### src/rtl/ps2_host_tx.sv
// ----------------------------------------------------------------------------
// ps2_host_tx
//
// Host-to-device PS/2 transmitter. Takes ownership of the open-collector
// clock/data pair for one frame: holds the clock low (inhibit), requests to
// send by pulling data low, then shifts 8 data bits (LSB first), odd parity
// and the stop bit on device-generated clock falls, and finally samples the
// device ACK bit. Both lines are handed back once the device returns them to
// idle (or immediately on timeout).
//
// Ports:
//   clk         system clock
//   reset_n     asynchronous active-low reset
//   tx_data     byte to send, bit 0 = MSB
//   tx_start    one-cycle send request, accepted only while tx_busy = 0
//   tx_busy     high from the cycle after acceptance until tx_done
//   tx_done     one-cycle pulse at end of frame (success or failure)
//   tx_error    with tx_done: 1 = NACK or timeout; held until next acceptance
//   ps2_clk_in  raw PS/2 clock line (asynchronous)
//   ps2_dat_in  raw PS/2 data line (asynchronous)
//   ps2_clk_oe  1 = drive PS/2 clock low, 0 = release
//   ps2_dat_oe  1 = drive PS/2 data low, 0 = release
// ----------------------------------------------------------------------------
module ps2_host_tx #(
    parameter int INHIBIT_CYCLES = 2500,
    parameter int TIMEOUT_CYCLES = 375000,
    parameter int FILTER_LEN     = 8
) (
    input  logic       clk,
    input  logic       reset_n,
    input  logic [0:7] tx_data,
    input  logic       tx_start,
    output logic       tx_busy,
    output logic       tx_done,
    output logic       tx_error,
    input  logic       ps2_clk_in,
    input  logic       ps2_dat_in,
    output logic       ps2_clk_oe,
    output logic       ps2_dat_oe
);

    localparam int INH_W = (INHIBIT_CYCLES > 1) ? $clog2(INHIBIT_CYCLES) : 1;
    localparam int TMO_W = (TIMEOUT_CYCLES > 1) ? $clog2(TIMEOUT_CYCLES) : 1;
    localparam int FLT_W = (FILTER_LEN > 1) ? $clog2(FILTER_LEN) : 1;

    // The inhibit counter stops one short of INHIBIT_CYCLES because the
    // request-to-send cycle that follows still holds the clock low; together
    // they give exactly INHIBIT_CYCLES cycles of clock inhibit.
    localparam logic [INH_W-1:0] INH_LAST = INH_W'(INHIBIT_CYCLES - 2);
    localparam logic [TMO_W-1:0] TMO_LAST = TMO_W'(TIMEOUT_CYCLES - 1);
    localparam logic [FLT_W-1:0] FLT_LAST = FLT_W'(FILTER_LEN - 1);

    typedef enum logic [2:0] {
        S_IDLE,
        S_INHIBIT,
        S_RTS,
        S_SHIFT,
        S_ACK,
        S_WAIT_IDLE
    } state_t;

    // ------------------------------------------------------------------
    // Input conditioning: 2-flop synchronisers and a clock glitch filter.
    // Synchronisers reset to 1, the idle level of a pulled-up PS/2 line.
    // ------------------------------------------------------------------
    logic [1:0]       clk_sync;
    logic [1:0]       dat_sync;
    logic             clk_filt;
    logic             clk_fall;
    logic [FLT_W-1:0] flt_cnt;
    logic             dat_s;

    assign dat_s = dat_sync[1];

    // NOTE: state registers use non-blocking assignments so every flop
    // samples the pre-edge values, independent of statement order.
    always_ff @(posedge clk or negedge reset_n) begin
        if (!reset_n) begin
            clk_sync <= 2'b11;
            dat_sync <= 2'b11;
            clk_filt <= 1'b1;
            clk_fall <= 1'b0;
            flt_cnt  <= '0;
        end else begin
            clk_sync <= {clk_sync[0], ps2_clk_in};
            dat_sync <= {dat_sync[0], ps2_dat_in};
            clk_fall <= 1'b0;
            if (clk_sync[1] == clk_filt) begin
                flt_cnt <= '0;
            end else if (flt_cnt == FLT_LAST) begin
                // FILTER_LEN consecutive samples disagreed: accept new level.
                clk_filt <= clk_sync[1];
                clk_fall <= clk_filt;
                flt_cnt  <= '0;
            end else begin
                flt_cnt <= flt_cnt + 1'b1;
            end
        end
    end

    // ------------------------------------------------------------------
    // Frame FSM
    // ------------------------------------------------------------------
    state_t           state;
    logic [0:7]       data_q;
    logic             parity_q;
    logic [3:0]       bit_idx;
    logic [INH_W-1:0] inh_cnt;
    logic [TMO_W-1:0] tmo_cnt;

    always_ff @(posedge clk or negedge reset_n) begin
        if (!reset_n) begin
            state      <= S_IDLE;
            data_q     <= '0;
            parity_q   <= 1'b0;
            bit_idx    <= '0;
            inh_cnt    <= '0;
            tmo_cnt    <= '0;
            tx_busy    <= 1'b0;
            tx_done    <= 1'b0;
            tx_error   <= 1'b0;
            ps2_clk_oe <= 1'b0;
            ps2_dat_oe <= 1'b0;
        end else begin
            tx_done <= 1'b0;
            unique case (state)
                S_IDLE: begin
                    if (tx_start) begin
                        data_q     <= tx_data;
                        parity_q   <= ~^tx_data;
                        tx_error   <= 1'b0;
                        tx_busy    <= 1'b1;
                        ps2_clk_oe <= 1'b1;
                        inh_cnt    <= '0;
                        state      <= S_INHIBIT;
                    end
                end

                S_INHIBIT: begin
                    if (inh_cnt == INH_LAST) begin
                        ps2_dat_oe <= 1'b1;     // start bit
                        state      <= S_RTS;
                    end else begin
                        inh_cnt <= inh_cnt + 1'b1;
                    end
                end

                S_RTS: begin
                    ps2_clk_oe <= 1'b0;         // hand the clock to the device
                    bit_idx    <= '0;
                    tmo_cnt    <= '0;
                    state      <= S_SHIFT;
                end

                S_SHIFT, S_ACK: begin
                    if (tmo_cnt == TMO_LAST) begin
                        // Timeout wins over a fall in the same cycle.
                        ps2_clk_oe <= 1'b0;
                        ps2_dat_oe <= 1'b0;
                        tx_error   <= 1'b1;
                        tx_done    <= 1'b1;
                        tx_busy    <= 1'b0;
                        state      <= S_IDLE;
                    end else begin
                        tmo_cnt <= tmo_cnt + 1'b1;
                        if (clk_fall) begin
                            if (state == S_ACK) begin
                                tx_error <= dat_s;  // device holds data low to ACK
                                state    <= S_WAIT_IDLE;
                            end else begin
                                bit_idx <= bit_idx + 4'd1;
                                if (bit_idx < 4'd8) begin
                                    // bit 7 of the ascending byte is the LSB
                                    ps2_dat_oe <= ~data_q[3'd7 - bit_idx[2:0]];
                                end else if (bit_idx == 4'd8) begin
                                    ps2_dat_oe <= ~parity_q;
                                end else begin
                                    ps2_dat_oe <= 1'b0;     // stop bit
                                    state      <= S_ACK;
                                end
                            end
                        end
                    end
                end

                S_WAIT_IDLE: begin
                    if (clk_filt && dat_s) begin
                        tx_done <= 1'b1;
                        tx_busy <= 1'b0;
                        state   <= S_IDLE;
                    end
                end

                default: state <= S_IDLE;
            endcase
        end
    end

endmodule

### config.mk
export PLATFORM = sky130hd
export DESIGN_NAME = ps2_host_tx
export DESIGN_NICKNAME = d
export VERILOG_FILES = /design/src/rtl/ps2_host_tx.sv
export SDC_FILE = /design/constraint.sdc
export NUM_CORES = 1
export LEC_CHECK = 0
export ABC_AREA = 1
export CAP_MARGIN = 0
export CORE_ASPECT_RATIO = 1.5
export CORE_UTILIZATION = 40
export DETAILED_ROUTE_END_ITERATION = 10
export GPL_ROUTABILITY_DRIVEN = 0
export PLACE_DENSITY = 0.66
export SLEW_MARGIN = 40
export SYNTH_ARGS = -nofsm -noshare
export SYNTH_HDL_FRONTEND = slang
export SYNTH_SLANG_ARGS = --single-unit
### constraint.sdc
create_clock -name clk -period 2.07 [get_ports clk]
set_input_delay 0.5175 -clock clk [delete_from_list [all_inputs] [get_ports clk]]
set_output_delay 0.5175 -clock clk [all_outputs]
set_load 0.01 [all_outputs]
==> results of run 1 <==
==> state kept, by name (all words and copies together), names as in the netlist <==
register    count
dat_sync        2
tx_busy         1
flt_cnt         3
state           3
bit_idx         4
clk_sync        2
tx_error        1
clk_fall        1
ps2_clk_oe      1
clk_filt        1
ps2_dat_oe      1
tmo_cnt        19
parity_q        1
tx_done         1
inh_cnt        12
data_q          8
==> routing by layer <==
layer  vias up  track usage, %  share of wire [%]
li1       1601               -                  -
met1      1511            23.0                 41
met2        58            32.6                 52
met3        23            4.09                3.1
met4         0            12.5                3.7
met5         -               0                  0
==> power by group <==
part / internal (mW) / switching [mW] / total (mW)
sequential: 1.46 / 0.212 / 1.67
combinational: 0.536 / 1.11 / 1.65
clock: 0.959 / 0.506 / 1.46
==> kinds of logic (layout without fill, tap and decap cells) <==
group	count (synthesis)	after routing	synth area share, %
and+or+nand+nor	261	261	33.9
buffers and inverters	71	101	8.37
adders and majority gates	6	6	2.07
muxes	1	1	0.310
AOI/OAI and AO/OA	58	58	8.61
DFF	61	61	42.2
xor gates and xnor gates	19	19	4.58
==> cell usage in the layout, fill, tap and decap left out, types with 3 or more instances in the layout <==
cell type / synthesis / final
nand2_1: 129 / 129
inv_1: 57 / 57
dfrtp_1: 56 / 56
nand3_1: 44 / 44
nor2_1: 35 / 35
o21ai_0: 22 / 22
nor3_1: 18 / 18
o21ai_1: 17 / 17
clkdlybuf4s50_1: 0 / 16
nand4_1: 14 / 14
xor2_1: 12 / 12
a21oi_1: 9 / 9
clkbuf_16: 0 / 9
xnor2_1: 7 / 7
inv_2: 6 / 6
ha_1: 6 / 6
nand2_4: 5 / 5
dfstp_2: 5 / 5
nand2_2: 4 / 4
o22ai_1: 4 / 4
nand3_2: 3 / 3
==> cell type report <==
class,count,area [sq um],share of cell area [%]
multi-input combinational,345,1800,42.7
sequential,61,1530,36.4
clock inverter,4,47.5,1.13
inverter,65,249,5.92
tap,110,138,3.27
clock buffer,12,246,5.86
timing repair buffer,20,200,4.76
==> stage by stage <==
step | power (mW) | cells
global placement | 3.31 | 601
CTS | 4.84 | 617
global route | 5.14 | 617
floorplan | 2.93 | 477
detailed placement | 3.34 | 601
finish | 4.79 | 617
==> worst max path at each step <==
stage | endpoint | cells past startpoint | start | slack [ns]
after floorplan | state[0] | 8 | tmo_cnt[0] | 0.45
after global placement | state[0] | 8 | tmo_cnt[0] | 0.32
after detailed placement | state[0] | 8 | tmo_cnt[0] | 0.26
after CTS | state[0] | 8 | tmo_cnt[0] | 0.24
after global routing | state[1] | 8 | tmo_cnt[0] | 0.1
final | state[0] | 8 | tmo_cnt[0] | 0.25
==> impl_results.md, run 1 <==
- DR pass1 iterations: 4
- Vias in the first global route: 3,140
- Hold crit path type: in2async
- Slew HR: 65.6%
- Overall Global Routing Usage: 19.8%
- Routed vias/inst: 5.18
- Synth top area share: 38.6%
- RSZ-0062 raised after global routing: no
- Final Routed Wirelength: 8.36 mm
- Max Freq: 550 MHz
- First-pass GRT wire length: 14.3 mm
- Core Area: 8830 sq um
- Max VDD drop: 0.000852 V
- Most common cell in the netlist: nand2_1
- Yosys Warn Count: 0
- Crit-path max FO: 7
- Power Dens Cells: 1140 nW/um^2
- Setup violations, final: 0
- Top cell family by delay on the critical path: simple AND/OR/NAND/NOR gates
- Worst-path clk slew: 0.05 ns
- Mapped Cells: 477
- Run status: completed
- WS Path Type: reg2reg
- RR Startpoint: tmo_cnt[0]
- Post-route minimum period: 1.82 ns
- Max-cap viol count: 0
- Area of the mapped netlist: 3630 sq um
- WL per Instance: 13.5 um
- Chip Height: 119 um
- Inserted Clock Buffers: 9
- Final #Nets: 521
- Yosys cell types: 35
- Grt ovf: 0
- Synth top area cells: dfrtp_1 (39%), nand2_1 (13%), nand3_1 (6.1%)
- Vias: 3,193
- Fillers: 878
- Post-CTS Setup Inserts: 0
- Diode count: 0
- Clock tree buffer depth: 2
- Reg2reg end: state[0]
- Mean Syn Cell Area: 7.61 sq um
- Worst setup margin: 0.253 ns
- Syn Nets: 496
- Crit-path cells: ha_1 > nand2_1 > nor3_4 > nand3_2 > nand3_2 > nand2_4 > o21ai_0 > nand2_1
- Worst Reg-to-Reg Cells: 8
- Commonest cells post-synth: nand2_1 (129), inv_1 (57), dfrtp_1 (56), nand3_1 (44), nor2_1 (35)
- Tcrit/Tclk final: 87.8%
- Total die area: 9470 sq um
- Die X: 79.8 um
- Post-route DRC: 0
- H-tree depth: 3
- Largest net degree at the start of global routing: 62
- Pleak: 1.90 nW
- Hpwl dp: 6.20 mm
- Critical Path Slowest Stage Cell: dfrtp_1
- Least-Margin Pin Slew: 0.512 ns
- Crit. End Element: register
- Clk Latency, worst-skew pair: 0.33 ns
- CTS tree: done
- Worst Hold Slack: 0.193 ns
- Area leader, netlist: dfrtp_1
- Clock skew: 0.00690 ns
- Final hold violation count: 0
- Crit-path max cell delay: 0.44 ns
- DRC marker count from the first detailed-route iteration: 150
- Io pins: 18
- Post-synth EDFFs: 0
- CTS sink cnt: 61
- Proportion of layout cells with a drive suffix above 1: 10.7%
- Max-slew violation count: 0
- Place WS: 0.257 ns
- Asr flop ratio synth: 100%
- Seq cells post-synth: 61
- ANT nets after route: 0
- CTS Hold Bufs: 0
- Critical Path RT: 2.28 ns
- Bufs and invs on worst path: 0
- CTS Root Buffer Type: clkbuf_16
- Flop2flop setup slack: 0.25 ns
- Initial Utilization: 41.1%
- Cell row count: 42
- Area growth syn-to-layout: 15.9%
- Crit path arrival time: 2.03 ns
- Main flop type after synthesis: dfrtp_1
- Util after Layout: 47.7%
- Placed inst area: 3920 sq um
- Port-buffer cells: 17
- Post-route cell area: 4210 sq um
- Setup TNS: 0 ns
- Startpoint Class: register
- Post-CTS sizing: 0
- Sequential area share after synthesis: 42.2%
- Initial antenna violation count: 0
Power figures use the tool's default switching activity.
==> inputs of run 2 (changes only) <==
--- a/config.mk
+++ b/config.mk
@@ -8,10 +8,12 @@
 export ABC_AREA = 1
 export CAP_MARGIN = 0
 export CORE_ASPECT_RATIO = 1.5
-export CORE_UTILIZATION = 40
+export CORE_MARGIN = 2
+export CORE_UTILIZATION = 50
+export CTS_CLUSTER_SIZE = 40
 export DETAILED_ROUTE_END_ITERATION = 10
 export GPL_ROUTABILITY_DRIVEN = 0
-export PLACE_DENSITY = 0.66
+export PLACE_DENSITY = 0.77
 export SLEW_MARGIN = 40
 export SYNTH_ARGS = -nofsm -noshare
 export SYNTH_HDL_FRONTEND = slang
==> run 2 against run 1 <==
Core utilization grew 9.0 points. Critical path type unchanged. Clock skew grew 0.0018 ns. Clock power shrank 34%. Setup slack lost 0.023 ns. Flip-flop and latch count is the same. Clock-buffer cell count grew 2. Wire length shrank 2.4%. Combinational power is essentially flat. Register-to-register slack lost 0.02 ns. Worst hold slack lost 0.12 ns. Sequential power is essentially flat. Maximum frequency shrank 1.2%.
==> impl_results.md, run 2 (synthesis results as in run 1) <==
- Max-slew violation count: 0 (unchanged)
- Worst-path clk slew: 0.07 ns (+0.02 ns)
- CTS tree: done
- Fillers: 645 (-27%)
- Final Non-Filler Cells: 586 (-5.0%)
- Total die area: 7980 sq um (-16%)
- Crit-path max cell delay: 0.44 ns (about the same)
- Max-cap viol count: 0 (unchanged)
- Multi-input gate area: 1800 sq um (unchanged)
- Post-CTS sizing: 0 (unchanged)
- CTS sink cnt: 61 (unchanged)
- Diode count: 0 (unchanged)
- Post-route cell area: 4040 sq um (-4.0%)
- Setup crit start: tmo_cnt[0]
- Vias in the first global route: 3,129 (-0.35%)
- Slew HR: 67.4% (+1.9 points)
- RSZ-0062 raised after global routing: no
- Proportion of layout cells with a drive suffix above 1: 10.5% (-0.18 points)
- Crit. End Element: register
- Inserted Clock Buffers: 9 (unchanged)
- Port-buffer cells: 17 (unchanged)
- Core Area: 7130 sq um (-19%)
- Initial Utilization: 50.9% (+9.8 points)
- Worst Reg-to-Reg Cells: 8 (unchanged)
- Io pins: 18 (unchanged)
- Most frequent cells in the layout: nand2_1 (129), inv_1 (57), dfrtp_1 (56)
- Placed instance count: 571 (-5.0%)
- Clock skew: 0.00872 ns (+0.00182 ns)
- Largest net degree at the start of global routing: 23 (-63%)
- Startpoint Class: register
- Chip Height: 108 um (-8.7%)
- Routed vias/inst: 5.50 (+6.2%)
- CP Depth: 8 (unchanged)
- Most common cell after layout, fill and taps aside: nand2_1
- CTS Root Buffer Type: clkbuf_8
- Final hold violation count: 0 (unchanged)
- Setup violations, final: 0 (unchanged)
- Setup TNS: 0 ns (unchanged)
- Clock tree buffer depth: 2 (unchanged)
- DR pass1 iterations: 4 (unchanged)
- First-pass GRT wire length: 14.1 mm (-1.3%)
- Post-route minimum period: 1.84 ns (+0.0229 ns)
- CTS Hold Bufs: 0 (unchanged)
- WS Path Type: reg2reg
- Largest register FFs: 19 (unchanged)
- Post-route DRC: 0 (unchanged)
- Top Registers: tmo_cnt x19, inh_cnt x12, data_q x8
- Reg2reg end: state[1]
- Overall Global Routing Usage: 23.3% (+3.4 points)
- Critical Path RT: 2.29 ns (about the same)
- Top reg by flops: tmo_cnt
- Area growth syn-to-layout: 11.3%
- ANT nets after route: 0 (unchanged)
- Post-CTS Setup Inserts: 0 (unchanged)
- Top cell family by delay on the critical path: simple AND/OR/NAND/NOR gates
- Grt ovf: 0 (unchanged)
- Crit path arrival time: 2.06 ns (+0.03 ns)
- Max VDD drop: 0.000664 V (-22%)
- CP endpoint: state[1]
- Power Dens Cells: 1060 nW/um^2 (-6.9%)
- Flop2flop setup slack: 0.23 ns (-0.02 ns)
- Hpwl dp: 6.06 mm (-2.3%)
- Crit-path cells: ha_1 > nand2_1 > nor3_4 > nand3_2 > nand3_2 > nand2_4 > o21ai_0 > nand2_1
- Run status: completed
- Initial antenna violation count: 0 (unchanged)
- DRC marker count from the first detailed-route iteration: 181 (+21%)
- Pleak: 1.85 nW (-2.9%)
- Least-Margin Pin Slew: 0.485 ns (-0.0279 ns)
- Hold crit path type: in2async
- Final Routed Wirelength: 8.16 mm (-2.4%)
- Clk Latency, worst-skew pair: 0.34 ns (about the same)
- Vias: 3,221 (+0.88%)
- Max Freq: 544 MHz (-1.2%)
- Placed inst area: 3860 sq um (-1.3%)
- Critical Path Slowest Stage Cell: dfrtp_1
- RR Startpoint: tmo_cnt[0]
- Sequential cell area: 1530 sq um (unchanged)
- Final #Nets: 521 (unchanged)
- Die X: 73.6 um (-7.8%)
- H-tree depth: 3 (unchanged)
- WL per Instance: 13.9 um (+2.7%)
- Bufs and invs on worst path: 0 (unchanged)
- Cell row count: 38 (-9.5%)
- Tcrit/Tclk final: 88.9% (+1.1 points)
- Crit-path max FO: 7 (unchanged)
## run 2: final cells by class
class	count	share of cell area [%]
inverter	65	6.16
timing repair buffer	20	4.64
sequential	61	37.9
clock buffer	14	4.27
tap	80	2.48
clock inverter	1	0.124
multi-input combinational	345	44.4
## run 2: worst min-delay path by stage
stage	start	cells after the start	end
floorplan	reset_n	0	bit_idx[0]
global placement	dat_sync[0]	0	dat_sync[1]
detailed placement	dat_sync[0]	0	dat_sync[1]
CTS	reset_n	1	tmo_cnt[10]
global route	reset_n	1	tmo_cnt[10]
finish	reset_n	1	tmo_cnt[10]
## run 2: routing by layer
layer,vias up,share of wire [%],track usage [%]
li1,1606,-,-
met1,1528,41,26.9
met2,67,52,38.1
met3,20,3.8,6.24
met4,0,3.3,13.2
met5,-,0,0
## run 2: per-stage QoR
| stage | power (mW) | util (%) | hold WS, ns | worst slack (ns) |
|---|---|---|---|---|
| 5_1_grt | 4.63 | 56.7 | 0.0799 | 0.0761 |
| 3_5_place_dp | 3.34 | 54.2 | 0.349 | 0.253 |
| 6_report | 4.28 | 56.7 | 0.0740 | 0.230 |
| 2_1_floorplan | 2.93 | - | 0.222 | 0.452 |
| 4_1_cts | 4.33 | 56.7 | 0.0691 | 0.234 |
| 3_3_place_gp | 3.28 | 54.2 | 0.347 | 0.300 |
## run 2: power by group
part	internal, mW	switching, mW	total (mW)	leakage [nW]
combinational	0.535	1.11	1.65	0.954
clock	0.525	0.437	0.962	0.0926
sequential	1.46	0.212	1.67	0.799
